<file path="src/rtl/noc_pkg.sv">
// noc_pkg: packet layout and port indices shared by the mesh router blocks
package noc_pkg;
  localparam int WIDTH    = 33;
  localparam int TYPE_BIT = 32;
  localparam int DST_HI   = 31;
  localparam int DST_LO   = 28;
  localparam int SRC_HI   = 27;
  localparam int SRC_LO   = 24;
  localparam int DATA_HI  = 23;
  localparam int DATA_LO  = 0;
  localparam int N_PORTS  = 5;
  localparam int PTR_W    = $clog2(N_PORTS);
  typedef enum logic [PTR_W-1:0] {P_N, P_E, P_S, P_W, P_PE} port_e;
endpackage

</file>
<file path="src/rtl/out_port_arbiter_if.sv">
// out_port_arbiter_if: requester-side and link-side signals of one output port
interface out_port_arbiter_if;
  import noc_pkg::*;
  logic [N_PORTS-1:0]       req_valid;
  logic [N_PORTS*WIDTH-1:0] req_data;
  logic [N_PORTS-1:0]       req_ready;
  logic                     out_valid;
  logic [WIDTH-1:0]         out_data;
  logic                     out_ready;
  logic [PTR_W-1:0]         grant_id;
  logic [PTR_W-1:0]         rr_ptr;
  modport slave (input req_valid, req_data, out_ready,
                 output req_ready, out_valid, out_data, grant_id, rr_ptr);
  modport master (output req_valid, req_data, out_ready,
                  input req_ready, out_valid, out_data, grant_id, rr_ptr);
endinterface

</file>
<file path="src/rtl/rr_priority_pick.sv">
// rr_priority_pick: first valid index scanning upward from ptr, wrapping modulo N
module rr_priority_pick #(
  parameter int N  = 5,
  parameter int PW = 3
) (
  input  logic [N-1:0]  i_valid,
  input  logic [PW-1:0] i_ptr,
  output logic [PW-1:0] o_idx,
  output logic          o_any
);
  logic [PW:0] w_sum, w_idx;
  always_comb begin
    o_idx = '0;
    o_any = |i_valid;
    w_sum = '0;
    w_idx = '0;
    for (int k = N - 1; k >= 0; k--) begin
      w_sum = {1'b0, i_ptr} + (PW+1)'(k);
      w_idx = (w_sum >= (PW+1)'(N)) ? w_sum - (PW+1)'(N) : w_sum;
      if (i_valid[w_idx]) o_idx = w_idx[PW-1:0];
    end
  end
endmodule

</file>
<file path="src/rtl/out_port_arbiter.sv">
// out_port_arbiter: round-robin N/E/S/W/PE arbiter feeding a one-entry registered output stage
module out_port_arbiter
  import noc_pkg::*;
(
  input  logic             clk,
  input  logic             rst_n,
  out_port_arbiter_if.slave bus
);
  logic [PTR_W-1:0] w_win, r_ptr, r_gid;
  logic             w_any, w_accept, w_take, r_valid;
  logic [WIDTH-1:0] r_data;
  rr_priority_pick #(.N(N_PORTS), .PW(PTR_W)) u_pick (
    .i_valid(bus.req_valid),
    .i_ptr  (r_ptr),
    .o_idx  (w_win),
    .o_any  (w_any)
  );
  assign w_accept      = !r_valid || bus.out_ready;
  assign w_take        = w_accept && w_any;
  assign bus.req_ready = (rst_n && w_take) ? (N_PORTS)'(1) << w_win : '0;
  assign bus.out_valid = r_valid;
  assign bus.out_data  = r_data;
  assign bus.grant_id  = r_gid;
  assign bus.rr_ptr    = r_ptr;
  always_ff @(posedge clk or negedge rst_n) begin
    if (!rst_n) begin
      r_valid <= 1'b0;
      r_data  <= '0;
      r_gid   <= '0;
      r_ptr   <= '0;
    end else if (w_take) begin
      r_valid <= 1'b1;
      r_data  <= bus.req_data[int'(w_win)*WIDTH +: WIDTH];
      r_gid   <= w_win;
      r_ptr   <= (w_win == PTR_W'(N_PORTS - 1)) ? '0 : w_win + 1'b1;
    end else if (bus.out_ready) begin
      r_valid <= 1'b0;
    end
  end
  a_onehot: assert property (@(posedge clk) $onehot0(bus.req_ready));
  a_stable: assert property (@(posedge clk) disable iff (!rst_n)
                             r_valid && !bus.out_ready |=> $stable(r_data));
  a_ptr:    assert property (@(posedge clk) r_ptr < PTR_W'(N_PORTS));
endmodule

</file>
<file path="src/flat_wrapper.sv">
// flat-port wrapper written by rule: the top's interface ports become plain ports
module out_port_arbiter_flat import noc_pkg::*;
  (clk, rst_n, bus_req_valid, bus_req_data, bus_out_ready, bus_req_ready, bus_out_valid, bus_out_data, bus_grant_id, bus_rr_ptr);
  out_port_arbiter_if bus_i ();
  input  logic clk;
  input  logic rst_n;
  input wire logic [$bits(bus_i.req_valid)-1:0] bus_req_valid;
  input wire logic [$bits(bus_i.req_data)-1:0] bus_req_data;
  input wire logic [$bits(bus_i.out_ready)-1:0] bus_out_ready;
  output wire logic [$bits(bus_i.req_ready)-1:0] bus_req_ready;
  output wire logic [$bits(bus_i.out_valid)-1:0] bus_out_valid;
  output wire logic [$bits(bus_i.out_data)-1:0] bus_out_data;
  output wire logic [$bits(bus_i.grant_id)-1:0] bus_grant_id;
  output wire logic [$bits(bus_i.rr_ptr)-1:0] bus_rr_ptr;
  assign bus_i.req_valid = bus_req_valid;
  assign bus_i.req_data = bus_req_data;
  assign bus_i.out_ready = bus_out_ready;
  assign bus_req_ready = bus_i.req_ready;
  assign bus_out_valid = bus_i.out_valid;
  assign bus_out_data = bus_i.out_data;
  assign bus_grant_id = bus_i.grant_id;
  assign bus_rr_ptr = bus_i.rr_ptr;
  out_port_arbiter u_core (.clk(clk), .rst_n(rst_n), .bus(bus_i));
endmodule
</file>
<file path="config.mk">
export PLATFORM = sky130hd
export DESIGN_NAME = out_port_arbiter_flat
export DESIGN_NICKNAME = d
export VERILOG_FILES = /design/src/rtl/noc_pkg.sv /design/src/rtl/out_port_arbiter_if.sv /design/src/rtl/rr_priority_pick.sv /design/src/rtl/out_port_arbiter.sv /design/src/flat_wrapper.sv
export SDC_FILE = /design/constraint.sdc
export NUM_CORES = 1
export LEC_CHECK = 0
export BUFFER_PORTS_ARGS = -buffer_cell sky130_fd_sc_hd__buf_2
export CAP_MARGIN = 20
export CELL_PAD_IN_SITES_DETAIL_PLACEMENT = 1
export CELL_PAD_IN_SITES_GLOBAL_PLACEMENT = 2
export CORE_MARGIN = 1
export CORE_UTILIZATION = 29
export CTS_CLUSTER_SIZE = 12
export DETAILED_ROUTE_END_ITERATION = 10
export PLACE_DENSITY_LB_ADDON = 0.1
export SLEW_MARGIN = 20
export SYNTH_ARGS = -nofsm -noshare
export SYNTH_HDL_FRONTEND = slang
export SYNTH_HIERARCHICAL = 1
export SYNTH_SLANG_ARGS = --single-unit
export TNS_END_PERCENT = 100
</file>
<file path="constraint.sdc">
create_clock -name clk -period 12.9 [get_ports clk]
set_input_delay 2.58 -clock clk [delete_from_list [all_inputs] [get_ports clk]]
set_output_delay 2.58 -clock clk [all_outputs]
set_load 0.05 [all_outputs]
</file>
[After elaboration in Yosys (flattened, before gate mapping)]
Index checks and enable logic that the tools add are counted.
Word-level totals
  register bits: 40
  word-level logic and storage cells: 58
  bits of input ports: 173
  output and inout bits: 45
Cells by class
  add/sub/neg operators: 10
  shifts and indexed selects: 2
  reduce and logical (&&, ||, !) cells: 6
  muxes and demuxes: 24
  multipliers: 1
  $lt $le $gt $ge: 10
  equal/unequal tests: 1
Operators with widths (count)
  165-bit by 32-bit variable part select with 33-bit output: 1
  4-bit < comparator (second input constant): 5
  4-bit two-way mux: 5
  3-bit two-way mux: 6
  4-bit by 3-bit greater-or-equal comparator with 1-bit output (second input constant): 4
  4-bit by 3-bit subtractor with 4-bit output (second input constant): 4
  1-bit binary-select mux with 3-bit select: 5
  3-bit by 6-bit multiplier with 9-bit output (second input constant): 1
  3-bit by 2-bit adder with 4-bit output (second input constant): 2
  1-bit two-way mux: 7
  5-bit two-way mux: 1
  5-bit OR reduction: 1
  1-bit by 3-bit << shifter with 5-bit output (first input constant): 1
  3-bit by 1-bit adder with 4-bit output (second input constant): 1
  3-bit by 3-bit adder with 4-bit output (second input constant): 1
  3-bit by 3-bit subtractor with 4-bit output (second input constant): 1
  3-bit by 1-bit adder with 3-bit output (second input constant): 1
  3-bit == test (second input constant): 1
  3-bit greater-or-equal comparator (second input constant): 1
  1-bit logical AND: 2
  2-bit nonzero test: 1
  1-bit zero test: 1
  1-bit logical OR: 1

[Longest topological paths before layout]
  depth in word-level cells: 12
  mapped depth: 19

[Hierarchy]
The synthesis kept the hierarchy.
By module, submodules not included
  out_port_arbiter: cells an instance 201, times used 1, seq. area each 1001.0 sq um, area an instance 2776.4 sq um
  rr_priority_pick: cells an instance 162, times used 1, seq. area each 0.0 sq um, area an instance 1234.9 sq um

[Least setup slack after synthesis]
No wires, ideal clock.
  path kind: in2out
  start point: input port bus_req_valid[3]
  end point: output port bus_req_ready[0]
  stages: 13
  required time: 10.320 ns
  setup slack: 4.464 ns
  arrival time: 5.856 ns
  cell sequence: buf_2 nand2_1 a21boi_1 mux4_2 a2111oi_1 nor4_1 o21ai_1 o221ai_1 clkbuf_1 buf_2 inv_1 ha_1 nor3b_1
Between the ends
  cells in the longest elaborated chain, start to end: 9
  elaborated cells between the ends (all ways): 20
Ends and longest elaborated chain
  start, declared: line flat_wrapper.sv:7  | input wire logic [$bits(bus_i.req_valid)-1:0] bus_req_valid;
  1-bit binary-select mux with 3-bit select: line rr_priority_pick.sv:20  | if (i_valid[w_idx]) o_idx = w_idx[PW-1:0];
  1-bit two-way mux (not written as such): line rr_priority_pick.sv:20
  3-bit two-way mux (4 in series): line rr_priority_pick.sv:20
  3-bit two-way mux (*): line rr_priority_pick.sv:20
  net u_core.w_win[1]: line out_port_arbiter.sv:9  | logic [PTR_W-1:0] w_win, r_ptr, r_gid;
  1-bit by 3-bit << shifter with 5-bit output (*): line out_port_arbiter.sv:20  | assign bus.req_ready = (rst_n && w_take) ? (N_PORTS)'(1) << w_win : '0;
  5-bit two-way mux (*): line out_port_arbiter.sv:20
  end, declared: line flat_wrapper.sv:10  | output wire logic [$bits(bus_i.req_ready)-1:0] bus_req_ready;
Mark *: on every way through the listed nets, which the timed path passes. The rest lies on a longest branch. The select of a mux whose other input is x is not followed.

[Worst setup path in the final report]
  start point: input port bus_req_valid[3]
  end point: output port bus_req_ready[3]
The elaborated chain is that of the path after synthesis.

==> flow_metrics.py <==
metrics = {
    "timing": {
        "setup_slack_ns": 4.62,
        "rsz0062_at_grt": "no",
        "setup_viol_count_final": 0,
        "timing.fmax_mhz": 121,
        "post-route-period-util": 0.642,
        "tightestPinTransition_ns": 0.898,
        "fin_tns_setup_ns": 0,
        "hold_violations": 0,
        "finalCriticalPeriod_ns": 8.28,
        "holdWs_ns": 0.507,
        "slew_violations": 0,
        "skew_ns": 0.00910,
        "relSlewSlack": 0.400,
    },
    "yosys": {
        "synth_top_area_frac": 0.250,
        "synth_edf_count": 0,
        "synth_seq_area_share": 0.250,
        "avgSynthCellArea_sq_um": 11.1,
        "ys_types": 66,
        "synth_area_sq_um": 4010,
        "synth_area_leader_cell": "dfrtp_1",
        "yosysWarnings": 6,
        "synthesis.nets": 552,
        "ys.flop_type": "dfrtp_1",
        "synth_top_cells_by_area": "dfrtp_1 (25%), mux4_2 (16%), a221o_1 (8.2%)",
        "ys_async_sr_fraction": 1.00,
        "ys_ff_latch": 40,
        "syn-instance-count": 363,
    },
    "global_route": {
        "grt.overflow.total": 0,
        "grt_pass1_wl_mm": 23.3,
        "grt.total_usage": 0.208,
        "grt_max_degree": 42,
        "antenna_found_initial": 1,
        "first_global_vias": 4246,
    },
    "critical_path": {
        "crit_arrival_ns": 5.70,
        "crit_chain": "buf_2 > nand2_1 > a21boi_1 > mux4_2 > or2_1 > a41oi_2 > o211ai_1 > inv_1 > ha_1 > inv_1 > nor2_1 > buf_2",
        "critPathSlowestCell": "inv_1",
        "r2r_setup_slack_ns": 7.36,
        "worstSetupStartpointType": "primary input",
        "critPathTopFamily": "buffers and inverters",
        "required_ns": 10.32,
        "path_buf_inv": 4,
        "end_kind": "output port",
        "path_max_fanout": 35,
        "crit_type": "primary input to output port",
        "cp_slowest_stage_delay_ns": 0.75,
    },
    "clock_network": {
        "cts_setup_buffers": 0,
        "clk_pin_slew_ns": 0.07,
        "cts_root_buf": "clkbuf_16",
        "clock_path_buffers": 2,
        "cts_inserted_buffers": 5,
        "cts_tree": "yes",
        "cts_hold_buffers": 0,
        "cts.sinks": 40,
        "htree_num_levels": 2,
        "post_cts_resized": 0,
        "clkLatencyLatePin_ns": 0.29,
    },
    "layout": {
        "multiInputGateArea_sq_um": 2730,
        "seq_area_sq_um": 1000,
        "area_growth_pct": 33.0,
        "final.fill_count": 1571,
        "fin_nets": 744,
        "design_area_sq_um": 5330,
        "layout_commonest_cell": "buf_2",
        "mostFrequentLayoutCells": "buf_2 (217), dfrtp_1 (40), and4_1 (35)",
        "drive_gt1_frac": 0.516,
    },
    "detailed_routing": {
        "vias": 3966,
        "drc": 0,
        "first_pass_iters": 4,
        "drt-total-wl_mm": 14.9,
        "drtIter0Drc": 164,
        "viasPerCell": 5.41,
        "antenna_left": 0,
        "wl_per_cell_microns": 20.3,
    },
    "placement": {
        "io_buffers": 217,
        "placed_cell_area_sq_um": 5150,
        "dp_hpwl_mm": 11.6,
        "place_ws_ns": 4.58,
        "gp_congestion": 0.817,
    },
    "job": {
        "drv_cap": 0,
    },
    "die": {
        "fp.dieArea_sq_um": 14300,
        "die_h_microns": 120,
        "pin_count": 218,
        "floorplan.rows": 42,
        "die_w_microns": 120,
        "initial_utilization": 0.301,
        "core_sq_um": 13300,
    },
    "run_status": {
        "status": "completed",
    },
    "min_path": {
        "min_path_type": "flop to flop",
    },
}
stage by stage:
step,std cells,utilization
4_1_cts,732,0.399
3_5_place_dp,724,0.386
2_1_floorplan,363,-
3_3_place_gp,724,0.386
6_report,733,0.400
5_1_grt,733,0.400
Yosys cell counts, types with 10 or more instances:
library cell,instances
a221o_1,33
and4_1,35
buf_2,10
clkbuf_1,19
dfrtp_1,40
ha_1,15
inv_1,12
mux2i_1,10
mux4_2,29
nand2_1,15
nor2_1,17
o21ai_0,13
cells by family after synthesis:
| logic type | synth area share |
|---|---|
| xor gates and xnor gates | 0.00874 |
| and+or+nand+nor | 0.168 |
| muxes | 0.244 |
| buffers and inverters | 0.0764 |
| AOI/OAI and AO/OA | 0.201 |
| adders and majority gates | 0.0518 |
| DFF | 0.250 |
layout make-up:
class                           instances  share of cell area
Clock inverter                          2             0.00727
Antenna cell                            1            0.000469
Tap cell                              176              0.0413
Sequential cell                        40               0.188
Inverter                               14             0.00985
Clock buffer                            6              0.0260
Timing Repair Buffer                  225               0.215
Multi-Input combinational cell        269               0.513
worst paths after layout:
check / startpoint / end / cells after the start
min in group asynchronous: rst_n / u_core/bus.out_data[18] / 2
worst min-delay path: u_core/bus.out_data[11] / u_core/bus.out_data[11] / 1
worst min register to register: u_core/bus.out_data[11] / u_core/bus.out_data[11] / 1
max in group asynchronous: rst_n / u_core/bus.out_data[22] / 2
worst max register to register: u_core/bus.rr_ptr[0] / u_core/bus.out_data[21] / 16
worst max-delay path: bus_req_valid[3] / bus_req_ready[3] / 12
state kept, by name (all words and copies together) (netlist names):
signal	cells
u_core/bus.out_data	33
u_core/bus.grant_id	3
u_core/bus.rr_ptr	3
u_core/bus.out_valid	1
metal layers:
layer / wire length [microns] / track usage
met1: 5940 / 0.255
met2: 7750 / 0.368
met3: 919 / 0.0437
met4: 253 / 0.0547
met5: 0 / 0
Power is left out: the tool's default activity adds up to more than one toggle a clock period on the data nets, which glitch-free logic cannot reach.
